--- config.mk ---
export PLATFORM = sky130hd
export DESIGN_NAME = wb_stage_flat
export DESIGN_NICKNAME = d
export VERILOG_FILES = /design/src/rtl/riscv_pkg.sv /design/src/rtl/wb_stage_if.sv /design/src/rtl/wb_stage_load_align.sv /design/src/rtl/wb_stage.sv /design/src/flat_wrapper.sv
export SDC_FILE = /design/constraint.sdc
export NUM_CORES = 1
export LEC_CHECK = 0
export ABC_AREA = 0
export CORE_ASPECT_RATIO = 0.5
export CORE_MARGIN = 4
export CORE_UTILIZATION = 47
export DETAILED_ROUTE_END_ITERATION = 8
export PLACE_DENSITY = 0.86
export SYNTH_ARGS = -nofsm -noshare
export SYNTH_HDL_FRONTEND = slang
export SYNTH_HIERARCHICAL = 1
export SYNTH_SLANG_ARGS = --single-unit
--- constraint.sdc ---
create_clock -name clk -period 5.45 [get_ports clk]
set_input_delay 1.09 -clock clk [delete_from_list [all_inputs] [get_ports clk]]
set_output_delay 1.09 -clock clk [all_outputs]
set_load 0.05 [all_outputs]
--- src/rtl/riscv_pkg.sv ---
// Shared encodings for the writeback stage: result-select codes, load funct3
// values and the default datapath width.
package riscv_pkg;

  localparam int XLEN_DEF = 32;

  typedef enum logic [1:0] {
    RES_ALU  = 2'b00,
    RES_LOAD = 2'b01,
    RES_PC4  = 2'b10,
    RES_ILL  = 2'b11
  } result_sel_e;

  localparam logic [2:0] F3_LB  = 3'b000;
  localparam logic [2:0] F3_LH  = 3'b001;
  localparam logic [2:0] F3_LW  = 3'b010;
  localparam logic [2:0] F3_LBU = 3'b100;
  localparam logic [2:0] F3_LHU = 3'b101;

endpackage

--- src/rtl/wb_stage_if.sv ---
// MEM/WB bundle: the retiring instruction and pipeline controls coming in,
// the register-file write port, the bypass copy and status going out.
interface wb_stage_if #(
  parameter int XLEN  = 32,
  parameter int CNT_W = 64
);
  logic            stall;
  logic            flush;
  logic            in_valid;
  logic            in_reg_write;
  logic [4:0]      in_wr;
  logic [1:0]      in_result_sel;
  logic [XLEN-1:0] in_alu_result;
  logic [XLEN-1:0] in_mem_rdata;
  logic [XLEN-1:0] in_pc_plus4;
  logic [2:0]      in_funct3;

  logic            RegWrite;
  logic [4:0]      wr;
  logic [XLEN-1:0] wd;
  logic            fwd_valid;
  logic [4:0]      fwd_rd;
  logic [XLEN-1:0] fwd_data;
  logic            misalign;
  logic [CNT_W-1:0] instret;

  // Upstream side (MEM stage / bench): drives the instruction, sees results.
  modport master (
    output stall, flush, in_valid, in_reg_write, in_wr, in_result_sel,
           in_alu_result, in_mem_rdata, in_pc_plus4, in_funct3,
    input  RegWrite, wr, wd, fwd_valid, fwd_rd, fwd_data, misalign, instret
  );

  // Stage side.
  modport slave (
    input  stall, flush, in_valid, in_reg_write, in_wr, in_result_sel,
           in_alu_result, in_mem_rdata, in_pc_plus4, in_funct3,
    output RegWrite, wr, wd, fwd_valid, fwd_rd, fwd_data, misalign, instret
  );
endinterface

--- src/rtl/wb_stage_load_align.sv ---
// Load lane selection and sign/zero extension of the raw aligned memory word,
// plus detection of misaligned or undefined load encodings.
module load_align
  import riscv_pkg::*;
#(
  parameter int XLEN = XLEN_DEF
) (
  input  logic [XLEN-1:0] rdata,
  input  logic [1:0]      offset,
  input  logic [2:0]      funct3,
  output logic [XLEN-1:0] data,
  output logic            bad_load
);

  logic [7:0]  byte_v;
  logic [15:0] half_v;

  // Pick the addressed byte and halfword lanes out of the word.
  always_comb begin
    // NOTE: every always_comb output gets a default first so no path can
    // leave it unassigned and infer a latch.
    byte_v = rdata[7:0];
    case (offset)
      2'd1:    byte_v = rdata[15:8];
      2'd2:    byte_v = rdata[23:16];
      2'd3:    byte_v = rdata[31:24];
      default: byte_v = rdata[7:0];
    endcase
    half_v = offset[1] ? rdata[31:16] : rdata[15:0];
  end

  // Extend the selected lane by load type; flag unaligned or unknown loads.
  always_comb begin
    data     = '0;
    bad_load = 1'b0;
    case (funct3)
      F3_LB:  data = {{(XLEN-8){byte_v[7]}}, byte_v};
      F3_LBU: data = {{(XLEN-8){1'b0}}, byte_v};
      F3_LH: begin
        data     = {{(XLEN-16){half_v[15]}}, half_v};
        bad_load = offset[0];
      end
      F3_LHU: begin
        data     = {{(XLEN-16){1'b0}}, half_v};
        bad_load = offset[0];
      end
      F3_LW: begin
        data     = rdata;
        bad_load = (offset != 2'd0);
      end
      default: bad_load = 1'b1;
    endcase
  end

endmodule

--- src/rtl/wb_stage.sv ---
// MEM/WB pipeline register with writeback source select, load extension,
// x0 write suppression, a forwarding copy for EX and a retired counter.
module wb_stage
  import riscv_pkg::*;
#(
  parameter int XLEN      = XLEN_DEF,
  parameter int CNT_W     = 64,
  parameter bit X0_FILTER = 1'b1
) (
  input  logic        clk,
  input  logic        rst_n,
  wb_stage_if.slave   bus
);

  logic [XLEN-1:0] load_data;
  logic            load_bad;
  logic            bad_d;
  logic            x0_hit;
  logic            we_d;
  logic [XLEN-1:0] wd_d;
  logic            valid_q;
  result_sel_e     sel;

  assign sel = result_sel_e'(bus.in_result_sel);

  load_align #(.XLEN(XLEN)) u_load_align (
    .rdata    (bus.in_mem_rdata),
    .offset   (bus.in_alu_result[1:0]),
    .funct3   (bus.in_funct3),
    .data     (load_data),
    .bad_load (load_bad)
  );

  // Decide the write enable and the writeback value for the incoming instruction.
  always_comb begin
    bad_d  = (sel == RES_ILL) || ((sel == RES_LOAD) && load_bad);
    x0_hit = X0_FILTER && (bus.in_wr == 5'd0);
    we_d   = bus.in_valid && bus.in_reg_write && !x0_hit && !bad_d;
    case (sel)
      RES_LOAD: wd_d = load_data;
      RES_PC4:  wd_d = bus.in_pc_plus4;
      default:  wd_d = bus.in_alu_result;
    endcase
  end

  // Pipeline register: flush beats stall beats normal capture. wr/wd only move
  // together with a write so the register file never sees data change idly.
  always_ff @(posedge clk or negedge rst_n) begin
    if (!rst_n) begin
      valid_q      <= 1'b0;
      bus.RegWrite <= 1'b0;
      bus.wr       <= '0;
      bus.wd       <= '0;
      bus.misalign <= 1'b0;
      bus.instret  <= '0;
    end else if (bus.flush) begin
      // NOTE: state is written with <= so every register samples the
      // pre-edge values, independent of statement order.
      valid_q      <= 1'b0;
      bus.RegWrite <= 1'b0;
      bus.misalign <= 1'b0;
    end else if (bus.stall) begin
      bus.RegWrite <= 1'b0;
    end else begin
      valid_q      <= bus.in_valid;
      bus.RegWrite <= we_d;
      bus.misalign <= bus.in_valid && bad_d;
      if (we_d) begin
        bus.wr <= bus.in_wr;
        bus.wd <= wd_d;
      end
      if (bus.in_valid) bus.instret <= bus.instret + CNT_W'(1);
    end
  end

  // Bypass entry is the registered write port itself.
  assign bus.fwd_valid = bus.RegWrite;
  assign bus.fwd_rd    = bus.wr;
  assign bus.fwd_data  = bus.wd;

  // A write can only come from a captured valid instruction.
  a_write_has_valid: assert property (
    @(posedge clk) disable iff (!rst_n) bus.RegWrite |-> valid_q
  );

endmodule

--- src/flat_wrapper.sv ---
// flat-port wrapper written by rule: the top's interface ports become plain ports
module wb_stage_flat import riscv_pkg::*;
#(
  parameter int XLEN      = XLEN_DEF,
  parameter int CNT_W     = 64,
  parameter bit X0_FILTER = 1'b1
)
  (clk, rst_n, bus_stall, bus_flush, bus_in_valid, bus_in_reg_write, bus_in_wr, bus_in_result_sel, bus_in_alu_result, bus_in_mem_rdata, bus_in_pc_plus4, bus_in_funct3, bus_RegWrite, bus_wr, bus_wd, bus_fwd_valid, bus_fwd_rd, bus_fwd_data, bus_misalign, bus_instret);
  wb_stage_if #(.XLEN(XLEN), .CNT_W(CNT_W)) bus_i ();
  input  logic clk;
  input  logic rst_n;
  input wire logic [$bits(bus_i.stall)-1:0] bus_stall;
  input wire logic [$bits(bus_i.flush)-1:0] bus_flush;
  input wire logic [$bits(bus_i.in_valid)-1:0] bus_in_valid;
  input wire logic [$bits(bus_i.in_reg_write)-1:0] bus_in_reg_write;
  input wire logic [$bits(bus_i.in_wr)-1:0] bus_in_wr;
  input wire logic [$bits(bus_i.in_result_sel)-1:0] bus_in_result_sel;
  input wire logic [$bits(bus_i.in_alu_result)-1:0] bus_in_alu_result;
  input wire logic [$bits(bus_i.in_mem_rdata)-1:0] bus_in_mem_rdata;
  input wire logic [$bits(bus_i.in_pc_plus4)-1:0] bus_in_pc_plus4;
  input wire logic [$bits(bus_i.in_funct3)-1:0] bus_in_funct3;
  output wire logic [$bits(bus_i.RegWrite)-1:0] bus_RegWrite;
  output wire logic [$bits(bus_i.wr)-1:0] bus_wr;
  output wire logic [$bits(bus_i.wd)-1:0] bus_wd;
  output wire logic [$bits(bus_i.fwd_valid)-1:0] bus_fwd_valid;
  output wire logic [$bits(bus_i.fwd_rd)-1:0] bus_fwd_rd;
  output wire logic [$bits(bus_i.fwd_data)-1:0] bus_fwd_data;
  output wire logic [$bits(bus_i.misalign)-1:0] bus_misalign;
  output wire logic [$bits(bus_i.instret)-1:0] bus_instret;
  assign bus_i.stall = bus_stall;
  assign bus_i.flush = bus_flush;
  assign bus_i.in_valid = bus_in_valid;
  assign bus_i.in_reg_write = bus_in_reg_write;
  assign bus_i.in_wr = bus_in_wr;
  assign bus_i.in_result_sel = bus_in_result_sel;
  assign bus_i.in_alu_result = bus_in_alu_result;
  assign bus_i.in_mem_rdata = bus_in_mem_rdata;
  assign bus_i.in_pc_plus4 = bus_in_pc_plus4;
  assign bus_i.in_funct3 = bus_in_funct3;
  assign bus_RegWrite = bus_i.RegWrite;
  assign bus_wr = bus_i.wr;
  assign bus_wd = bus_i.wd;
  assign bus_fwd_valid = bus_i.fwd_valid;
  assign bus_fwd_rd = bus_i.fwd_rd;
  assign bus_fwd_data = bus_i.fwd_data;
  assign bus_misalign = bus_i.misalign;
  assign bus_instret = bus_i.instret;
  wb_stage #(.XLEN(XLEN), .CNT_W(CNT_W), .X0_FILTER(X0_FILTER)) u_core (.clk(clk), .rst_n(rst_n), .bus(bus_i));
endmodule
==> key figures <==
STA
  – Max-slew violation count: 0
  – Final hold violations: 0
  – Setup repair after global routing missed its margin: false
  – Clk_skew: 0.00609 ns
  – Crit path time final: approximately 3.8 ns
  – Relative slew margins: ~16%
  – Fmax: 264 MHz
  – Final setup vio count: 0
  – Least-Margin Pin Slew: ~1.3 ns
  – Tcrit/Tclk final: a little over two thirds
  – Setup TNS: 0 ns

Worst hold path
  – HP Class: reg -> reg
  – Hold Crit Depth: 1

Setup path
  – Startpoint Class: input pin
  – Bufs and invs on worst path: 2
  – Crit path cell chain: clkdlybuf4s50_1 > ha_1 > a21oi_1 > o2111ai_4 > buf_4 > o21ai_0
  – Crit path arrival time: 3.98 ns
  – Crit Path Max Fanout: 64
  – Critical path's slowest cell: ha_1
  – Critical path capture point type: flop
  – Critical path type: in -> reg
  – FF-to-FF path depth: 5
  – Max stage delay on crit path: between 1 and 1.5 ns
  – CP Depth: 6
  – CP delay by family, top: buffers and inverters
  – Req. time, crit path: ~5.6 ns

Placed design
  – HPWL Detailed: roughly 15,000 um
  – Port Buf Inserts: 252
  – Final GP Congestion: just over 0.9

CTS
  – CTS Buf Count: 9
  – TritonCTS clock tree: done
  – CTS clk-pin slew, worst paths: 0.07 ns
  – Clk sinks: 103
  – Max H-tree Level: 3
  – Worst-skew pair later-pin latency: approximately 0.34 ns
  – Total setup buffers inserted after CTS: 0
  – CTS max path bufs: 2
  – Root Driver: clkbuf_16
  – Hold_buf cts: 0
  – Cts repair resizes: 0

Outcome
  – Status: complete, no violations

Floorplanning
  – Starting Density: 48.5%
  – I/O pins: 253
  – DIE WIDTH: 170 um
  – Core area: 12,800 um^2
  – Die ar.: roughly 15,000 um^2
  – Die Y-Extent: just under 90 um
  – Row Count: 29

Cells and area
  – # diodes: 0
  – Seq. cell area: approximately 2600 um^2
  – Post-layout util: ~69%
  – Fillcell total: 994
  – Footprint of the multi-input gates: between 3000 and 4000 um^2
  – Share of cells above drive strength 1: around 6.3%
  – P&R area growth vs syn: 42.3%
  – Nets: 995

Detailed routing
  – WL final: 19,600 um
  – Via-to-Cell Ratio: between 5 and 6
  – Starting DRT DRC Count: about 560
  – DR WL/cell: between 15 and 20 um
  – Antenna-violating nets left: 0
  – Via Count: slightly below 6,000
  – DRC errors left: 0
  – First-pass iteration count of the detailed router: 5

Synthesis
  – Mapped Cells: a little under 700
  – Syn Area/Cell: 8.96 um^2
  – Post-Syn Area: ~6200 um^2
  – Synth Register Bits: between 100 and 150
  – Net count after synthesis: ~800
  – Synth async-reset ratio: between 90% and 100%
  – Sequential area share after synthesis: a little over two fifths
  – Synth warn: 6
  – EDFF count, synth: 0
  – Yosys cell types: between 40 and 50
  – Top FF cell, synth: dfrtp_1

GRT
  – Largest net degree at the start of global routing: 65
  – Initial antenna violation count: 0
  – GRT Residual Overflow: 0
  – Number of global-route vias before repair: slightly below 6,000
  – GRT Total Usage: around a quarter
  – First-pass GRT wire length: 30,600 um

Job
  – Max cap viols: 0

Power
  – Worst VDD drop: 222 uV
  – Pleak: between 3 and 4 nW
  – Power Dens Cells: around 300 nW/um^2
  – Final Power: ~2.7 mW
[kinds of logic (layout without fill, tap and decap cells)]
family | count (synthesis) | in the layout | share of synthesized area [%]
AO/OA/AOI/OAI | 144 | 144 | 14.6
multiplexers | 25 | 25 | 4.47
AND/OR/NAND/NOR | 264 | 264 | 21.5
buffers and inverters | 88 | 281 | 8.11
XOR/XNOR | 63 | 63 | 8.92
adder cells (fa/ha/maj) | 4 | 4 | 0.809
flip-flops | 103 | 103 | 41.6
[stage by stage]
stage / std cells / worst slack [ns] / hold WS, ns / instance area [um^2]
finish: 1054 / 1.66 / 0.490 / 8810
CTS: 1054 / 1.70 / 0.490 / 8810
global placement: 1038 / 1.53 / 0.458 / 8500
floorplan: 691 / 2.51 / 0.755 / 6190
global route: 1054 / 1.44 / 0.520 / 8810
detailed placement: 1038 / 1.32 / 0.481 / 8500
[flip-flops by register name, summed over array words and instances, names as in the netlist]
register / count
u_core/bus.RegWrite: 1
u_core/bus.misalign: 1
u_core/bus.instret: 64
u_core/bus.fwd_rd: 5
u_core/bus.fwd_data: 32
[placed cells by master, fill, tap and decap left out, types with 2 or more instances in the layout]
cell             Yosys  layout
mux2i_1              7       7
clkinv_2             0       2
dfrtp_1            103     103
a21oi_1             35      35
xnor2_1             25      25
xor2_1              38      38
clkdlybuf4s50_1      0     251
nand3_1             24      24
nor3_1              20      20
nor3b_1              2       2
or2_2                3       3
clkbuf_16            0       9
o21ai_0             48      48
or4_1                3       3
nand2_1             96      96
nand4_1             23      23
a211oi_1            16      16
and3_1               9       9
nor4_2               4       4
nor4_1              12      12
nor2b_1              3       3
mux2_2              17      17
buf_4               38       4
clkbuf_8             0       2
nor2_1              53      53
ha_1                 4       3
inv_1               10      10
a22oi_1             40      40
[report_power, final]
group	total [mW]	internal [mW]	switching, mW
clock network	0.657	0.380	0.277
registers	0.918	0.842	0.0764
logic	1.09	0.376	0.718
[cells in the mapped netlist, drive strengths merged, types with 3 or more instances]
library cell	count	area, um^2
o21ai	48	240
nor4	17	146
mux2i	7	70.1
nor2	53	199
nor2b	3	18.8
a22oi	41	313
nor3b	3	27.5
and3	9	56.3
xnor2	25	219
nand3	24	120
buf	50	359
nand4	24	165
nand2	96	360
a211oi	16	120
a21oi	35	175
clkbuf	28	105
ha	4	50.1
or4	4	33.8
xor2	38	333
mux2	18	206
inv	10	37.5
or2	3	18.8
nor3	20	100
dfrtp	103	2580
[metal layers]
metal	global-route usage (%)	up-vias	part of all wire, %
li1	-	2790	-
met1	32.3	2843	41
met2	43.9	268	50
met3	5.08	36	6.5
met4	8.12	0	2.3
met5	0	-	0
[cell type report]
cell class,instances,share of cell area (%)
Clock buffer,11,2.87
Timing Repair Buffer,255,28.9
Tap cell,170,2.41
Inverter,10,0.426
Multi-Input combinational cell,500,35.5
Clock inverter,5,0.639
Sequential cell,103,29.3
[path summary, 6_finish.rpt]
kind / from / end / slack [ns]
max: bus_in_result_sel[0] / u_core/bus.fwd_data[22] / 1.66
min: u_core/bus.instret[57] / u_core/bus.instret[57] / 0.49
max reg2reg: u_core/bus.instret[4] / u_core/bus.instret[37] / 2.50
min reg2reg: u_core/bus.instret[57] / u_core/bus.instret[57] / 0.49
max in group asynchronous: rst_n / u_core/bus.instret[42] / 3.58
min in group asynchronous: rst_n / u_core/bus.instret[9] / 0.77
Note: power is estimated with default switching activity, not from simulation.
